## config.mk

```make
export PLATFORM = sky130hd
export DESIGN_NAME = ldl_p2ram_fifo
export DESIGN_NICKNAME = d
export VERILOG_FILES = /design/src/rtl/ldl_p2ram_fifo.sv
export SDC_FILE = /design/constraint.sdc
export NUM_CORES = 1
export LEC_CHECK = 0
export CAP_MARGIN = 30
export CORE_ASPECT_RATIO = 1.2
export CORE_UTILIZATION = 40
export DETAILED_ROUTE_END_ITERATION = 6
export MAX_ROUTING_LAYER = met4
export PLACE_DENSITY_LB_ADDON = 0.12
export SLEW_MARGIN = 0
export SYNTH_ARGS = -nofsm -noshare
export SYNTH_HDL_FRONTEND = slang
export SYNTH_SLANG_ARGS = --single-unit
```

## constraint.sdc

```tcl
create_clock -name clk -period 6.48 [get_ports clk]
set_clock_uncertainty 0.2 [all_clocks]
set_input_delay 0.972 -clock clk [delete_from_list [all_inputs] [get_ports clk]]
set_output_delay 0.972 -clock clk [all_outputs]
set_load 0.1 [all_outputs]
```

## src/rtl/ldl_p2ram_fifo.sv

```systemverilog
// FWFT FIFO over a simple-dual-port RAM with a registered read and a 2-entry output buffer.
// Optional `level` output is enabled by defining LDL_P2RAM_FIFO_LEVEL_EN.
module ldl_p2ram_fifo #(
    parameter  int DW    = 8,
    parameter  int DEPTH = 10,
    localparam int AW    = $clog2(DEPTH),
    localparam int CW    = $clog2(DEPTH + 3)
) (
    input  logic          clk,
    input  logic          rst_n,
    input  logic          s_valid,
    output logic          s_ready,
    input  logic [DW-1:0] s_data,
    output logic          m_valid,
    input  logic          m_ready,
    output logic [DW-1:0] m_data
`ifdef LDL_P2RAM_FIFO_LEVEL_EN
    ,
    output logic [CW-1:0] level
`endif
);

    logic [DW-1:0] mem [DEPTH];
    logic [DW-1:0] rdata;
    logic [AW-1:0] wptr;
    logic [AW-1:0] rptr;
    logic [CW-1:0] mem_cnt;
    logic [CW-1:0] mem_cnt_n;
    logic          inflight;
    logic [1:0]    obuf_cnt;
    logic [1:0]    obuf_kept;
    logic [DW-1:0] obuf_head;
    logic [DW-1:0] obuf_tail;
    logic [DW-1:0] head_n;
    logic [DW-1:0] tail_n;
    logic [2:0]    pending;
    logic          we;
    logic          re;
    logic          pop;

    assign we      = s_valid & s_ready;
    assign pop     = m_valid & m_ready;
    assign m_valid = (obuf_cnt != 2'd0);
    assign m_data  = obuf_head;

    // Issue a read only if the word will have an obuf slot when it returns.
    assign pending   = 3'(obuf_cnt) + 3'(inflight) - 3'(pop);
    assign re        = (mem_cnt != '0) && (pending < 3'd2);
    assign obuf_kept = obuf_cnt - {1'b0, pop};

    always_comb begin
        mem_cnt_n = mem_cnt;
        case ({we, re})
            2'b10:   mem_cnt_n = mem_cnt + 1'b1;
            2'b01:   mem_cnt_n = mem_cnt - 1'b1;
            default: mem_cnt_n = mem_cnt;
        endcase
    end

    // Pop shifts tail to head; a returning word fills the first free slot.
    always_comb begin
        head_n = obuf_head;
        tail_n = obuf_tail;
        if (pop) begin
            head_n = obuf_tail;
        end
        if (inflight) begin
            if (obuf_kept == 2'd0) begin
                head_n = rdata;
            end else begin
                tail_n = rdata;
            end
        end
    end

    always_ff @(posedge clk) begin
        if (we) begin
            mem[wptr] <= s_data;
        end
        if (re) begin
            rdata <= mem[rptr];
        end
    end

    always_ff @(posedge clk or negedge rst_n) begin
        if (!rst_n) begin
            wptr      <= '0;
            rptr      <= '0;
            mem_cnt   <= '0;
            inflight  <= 1'b0;
            obuf_cnt  <= 2'd0;
            obuf_head <= '0;
            obuf_tail <= '0;
            s_ready   <= 1'b0;
        end else begin
            if (we) begin
                wptr <= (wptr == AW'(DEPTH - 1)) ? '0 : wptr + 1'b1;
            end
            if (re) begin
                rptr <= (rptr == AW'(DEPTH - 1)) ? '0 : rptr + 1'b1;
            end
            mem_cnt   <= mem_cnt_n;
            inflight  <= re;
            obuf_cnt  <= obuf_kept + {1'b0, inflight};
            obuf_head <= head_n;
            obuf_tail <= tail_n;
            s_ready   <= (mem_cnt_n != CW'(DEPTH));
        end
    end

`ifdef LDL_P2RAM_FIFO_LEVEL_EN
    // Internal RAM->obuf transfers do not change the total, only push and pop do.
    always_ff @(posedge clk or negedge rst_n) begin
        if (!rst_n) begin
            level <= '0;
        end else begin
            level <= level + CW'(we) - CW'(pop);
        end
    end
`endif

endmodule
```

# Yosys cells after proc, flatten, opt, wreduce, memory -nomap -nowiden
# Memories as Yosys holds them, arrays and structs flattened. A register that Yosys moved wholly into a read port is not among the register bits.
# Index checks and enable logic that the tools add are counted.
[totals]
ff_bits = 32
ram_bits = 80
input_bits = 12
out_inout_bits = 10
wordCells = 39
mem_count = 1
[memory_table]
columns = ["name", "words", "width", "read_ports", "rd_clocked_by_memory_dff", "write_ports", "line_no", "source"]
rows = [
  ["mem", 10, 8, 1, 1, 1, "23", "logic [DW-1:0] mem [DEPTH];"],
]
[op_classes]
add_sub_neg = 8
n_lt_le_gt_ge = 1
eq_ne = 5
muxes = 8
n_bitwise = 3
reduce_logical = 5
[ops]
columns = ["cell", "n"]
rows = [
  ["$mux W8", 3],
  ["$add A4 B1 Y4 const B", 3],
  ["$eq A4 B4 Y1 const B", 2],
  ["$mux W4", 2],
  ["$pmux W4 S2", 1],
  ["$ne A4 B4 Y1 const B", 1],
  ["$reduce_bool A4 Y1", 1],
  ["$sub A4 B1 Y4 const B", 1],
  ["$add A2 B1 Y3", 1],
  ["$lt A3 B2 Y1 const B", 1],
  ["$sub A3 B1 Y3", 1],
  ["$add A2 B1 Y2", 1],
  ["$and A1 B1 Y1", 2],
  ["$eq A2 B1 Y1 const B", 1],
  ["$eq A2 B2 Y1 const B", 1],
  ["$logic_not A2 Y1", 1],
  ["$mux W1", 2],
  ["$reduce_and A2 Y1", 1],
  ["$reduce_bool A2 Y1", 1],
  ["$sub A2 B1 Y2", 1],
  ["$logic_and A1 B1 Y1", 1],
  ["$not A1 Y1", 1],
]

# Logic depth before layout (Yosys ltp)
[depth]
depth_word = 8
mapped_depth = 14
depth_no_buf = 12

# Worst setup path after synthesis
# OpenSTA, ideal clock, no wires.
[synth_path]
path_kind = "input port to flip-flop"
from = "input m_ready"
to = "register s_ready"
setup_time_ns = 0.137
arrival_time_ns = 3.611
t_required_ns = 6.143
setup_slack_ns = 2.532
cell_stages = 14
path_buffers = 2
path_cell_list = "o21ai_1 buf_4 mux2i_2 nand2_1 fa_1 xnor2_2 and3_2 ha_1 clkbuf_1 nand3b_1 a22oi_1 a211o_1 a21oi_1 nand4_1"
[synth_between]
elab_chain_len = 7
elab_cells_between_ends = 8
classes_between = "add/sub (1); order compare (1); eq/ne (3); mux (1); bitwise (1); reduce/logical (1)"
[synth_lines]
columns = ["item", "line_no", "source"]
rows = [
  ["from (decl)", "15", "input logic m_ready,"],
  ["$and A1 B1 Y1 *", "42", "assign pop = m_valid & m_ready;"],
  ["$sub A3 B1 Y3 *", "47", "assign pending = 3'(obuf_cnt) + 3'(inflight) - 3'(pop);"],
  ["$lt A3 B2 Y1 *", "48", "assign re = (mem_cnt != '0) && (pending < 3'd2);"],
  ["$logic_and A1 B1 Y1 *", "48", ""],
  ["$eq A2 B1 Y1 / $eq A2 B2 Y1 (equally long branches)", "53", "case ({we, re})"],
  ["$pmux W4 S2 *", "53", ""],
  ["net mem_cnt_n[3]", "28", "logic [CW-1:0] mem_cnt_n;"],
  ["$ne A4 B4 Y1 *", "107", "s_ready <= (mem_cnt_n != CW'(DEPTH));"],
  ["to (signal assigned)", "107", ""],
  ["to (decl)", "12", "output logic s_ready,"],
]
# Mark *: on every way through the listed nets, which the timed path passes. The rest lies on a longest branch.
# A chain may end at the register's enable or synchronous reset.

# Worst setup path in the final report
# Ends and elaborated chain as after synthesis.

==> metrics.md <==
| Metric | Value |
|---|---|
| Detailed placement HPWL | `5410 um` |
| DR iter-0 viols | `111` |
| Hold path startpoint | `obuf_tail[2]` |
| Clk buf depth | `2` |
| Top-Level Pins | `22` |
| Layout cell share with drive strength beyond 1 | `20.6%` |
| Setup bufs post-CTS | `0` |
| Static Leak | `2.16 nW` |
| Final worst setup slack | `2.38 ns` |
| Syn Area/Cell | `16.1 sq um` |
| Maximum vdd ir drop | `0.296 mV` |
| Synth async-reset ratio | `26.7%` |
| Diode count | `0` |
| Most common library cells after synthesis | `edfxtp_1 (88), dfrtp_1 (32), a21oi_1 (18), nor2_1 (18)` |
| Syn Nets | `327` |
| Worst Hold End | `obuf_tail[2]` |
| Fin crit share | `63.3%` |
| Largest net degree at the start of global routing | `33` |
| Resized cells post-CTS | `0` |
| GRT Residual Overflow | `0` |
| Measured slew at the worst slew-check pin | `0.971 ns` |
| Hold Path Cell Cnt | `1` |
| Number of placement rows | `44` |
| Max-slew violation count | `0` |
| Dpl ws | `2.00 ns` |
| CTS Sinks | `120` |
| H-tree levels | `4` |
| Number of global-route vias before repair | `2605` |
| Endpoints failing setup | `0` |
| Max Clk Rate | `244 MHz` |
| Cell family with most CP delay | `adder cells` |
| Fin area | `6000 sq um` |
| Mux cell area share after synthesis | `12.7%` |
| Max Cap Viol | `0` |
| Min Hold Slack | `0.308 ns` |
| Synth top area cells | `edfxtp_1 (53%), dfrtp_1 (16%), mux4_2 (7.2%)` |
| Initial antenna violation count | `0` |
| Total number of vias | `2563` |
| Cts hold-fix bufs | `0` |
| Synth-to-layout area growth | `20.1%` |
| PD cells | `550 nW/um^2` |
| Final Wtd Congestion | `0.792` |
| Post-synth design cell area | `5000 sq um` |
| YS warnings | `0` |
| First-pass GRT wire length | `13500 um` |
| Initial core utilization | `41.1%` |
| XOR/XNOR Fraction of Synth Area | `1.90%` |
| Worst Path Max Fanout | `10` |
| CTS Root Cell | `clkbuf_16` |
| DRC | `0` |
| Final wirelength | `8090 um` |
| All-Layer GR Usage | `14.3%` |
| CP required | `6.56 ns` |
| Count leader, synth | `edfxtp_1` |
| Register area share after synthesis | `68.9%` |
| Cell variety after synth | `46` |
| Status | `finished, final reports clean` |
| Final hold vios | `0` |
| Crit path cell chain | `clkdlybuf4s50_1 > o21ai_1 > mux2i_2 > nand2_1 > fa_1 > xnor2_2 > and3_2 > ha_1 > nand3b_1 > a22oi_1 > a211o_1 > a21oi_1 > nand4_1` |
| Largest family of logic cells by synthesized area | `multiplexers` |
| Slew headroom | `35.0%` |
| Worst-Skew Late Latency | `0.41 ns` |
| Fin crit period | `4.10 ns` |
| Worst reg-to-reg setup slack | `2.95 ns` |
| Placeable Area | `12200 sq um` |
| Flops & latches, synth | `120` |
| Die W | `104 um` |
| Critical Path Sink Type | `flop` |
| Worst R2R Path Depth | `12` |
| Post-Syn Instances | `310` |
| Buf/Inv on CP | `1` |
| Clk slew on worst S/H paths | `0.05 ns` |
| Post-synth top area share | `52.9%` |
| Post-synth EDFFs | `88` |
| Synth Area in Simple Gates | `7.93%` |
| Ys flop type | `edfxtp_1` |
| Drt first pass iters | `5` |
| Layout Utilization | `49.4%` |
| Post-synthesis compound-gate area fraction | `5.33%` |
| Leading area contributor after synthesis | `edfxtp_1` |
| Die ar. | `12900 sq um` |
| Die Y | `124 um` |
| CP max stage cell | `clkdlybuf4s50_1` |
| Port-buffer cells | `21` |
| Drt wl/cell | `15.7 um` |
| Final net count | `358` |
| Placed Area | `5380 sq um` |
| HP Class | `flop to flop` |
| R2R Path End | `s_ready` |
| TritonCTS clock tree | `built` |
| Synth Area in Adders | `1.40%` |
| RR Startpoint | `obuf_cnt[1]` |
| RSZ-0062 raised after global routing | `no` |
| Total CTS buffers | `17` |
| Fillers | `1041` |
| Launching element type of the critical path | `primary input` |
| Via density | `4.98` |
| Critical path class | `primary input to flop` |
| Largest stage delay, worst path | `0.49 ns` |
| CP Data Arrival Time | `4.18 ns` |
| Setup TNS Final | `0 ns` |
| Final ANT Viol Nets | `0` |
-- report_power, final --
part           switching (mW)  internal, mW
clock network           0.337         0.647
registers               0.173          1.05
logic                   0.635         0.465
-- through the flow --
stage | instances | power (mW)
final | 515 | 3.30
after global routing | 515 | 3.49
after CTS | 515 | 3.34
after detailed placement | 483 | 2.35
after global placement | 482 | 2.33
after floorplan | 310 | 2.10
-- logic make-up (layout without fill, tap and decap cells) --
| group | Yosys count | in the layout |
|---|---|---|
| simple gates | 72 | 72 |
| buf+inv | 18 | 62 |
| fa+ha+maj | 5 | 5 |
| mux | 42 | 42 |
| xor+xnor | 10 | 10 |
| compound gates | 43 | 43 |
| flops | 120 | 120 |
-- layout make-up --
type	instances	area (sq um)	area share, %
Sequential cell	120	3440	57.3
Multi-Input combinational cell	172	1460	24.4
Clock buffer	18	429	7.15
Timing Repair Buffer	28	263	4.38
Tap cell	161	201	3.35
Clock inverter	14	196	3.27
Inverter	2	7.51	0.125
-- routing by layer --
| layer | global-route usage (%) | vias to the layer above | wire (um) |
|---|---|---|---|
| li1 | - | 1250 | - |
| met1 | 16.6 | 1261 | 3620 |
| met2 | 23.0 | 40 | 4100 |
| met3 | 3.98 | 12 | 237 |
| met4 | 6.55 | 0 | 140 |
| met5 | - | - | 0 |
-- sequential cells by signal, summed over array words and instances (netlist names) --
signal / cells
obuf_tail: 8
obuf_cnt: 2
wptr: 4
mem: 80
rptr: 4
inflight: 1
s_ready: 1
mem_cnt: 4
rdata: 8
m_data: 8
-- worst reg2reg max path, delay by kind of cell, from the launching register on --
family                   cells  cell delay, ns
flip-flops                   1            0.47
XOR/XNOR                     1            0.23
adder cells (fa/ha/maj)      2            0.86
multiplexers                 1            0.26
AO/OA/AOI/OAI                4            0.72
AND/OR/NAND/NOR              4            0.66
-- placed cells by master, fill, tap and decap left out, drive strengths merged, types with 7 or more instances in the layout --
cell type       n
a211oi          8
a21oi          18
buf             7
clkbuf         18
clkdlybuf4s50  21
dfrtp          32
edfxtp         88
mux2            9
mux2i          17
mux4           16
nand2           8
nor2           18
nor2b          14
o21ai           8
-- worst max path at each step --
| stage | from | endpoint | slack [ns] | cells after the start |
|---|---|---|---|---|
| after floorplan | m_ready | s_ready | 2.53 | 14 |
| after global placement | m_ready | s_ready | 1.70 | 13 |
| after detailed placement | m_ready | s_ready | 2.00 | 13 |
| after CTS | m_ready | s_ready | 2.42 | 13 |
| after global routing | m_ready | s_ready | 2.22 | 13 |
| final | m_ready | s_ready | 2.38 | 13 |
No activity file was read; power rests on OpenSTA's default activity.
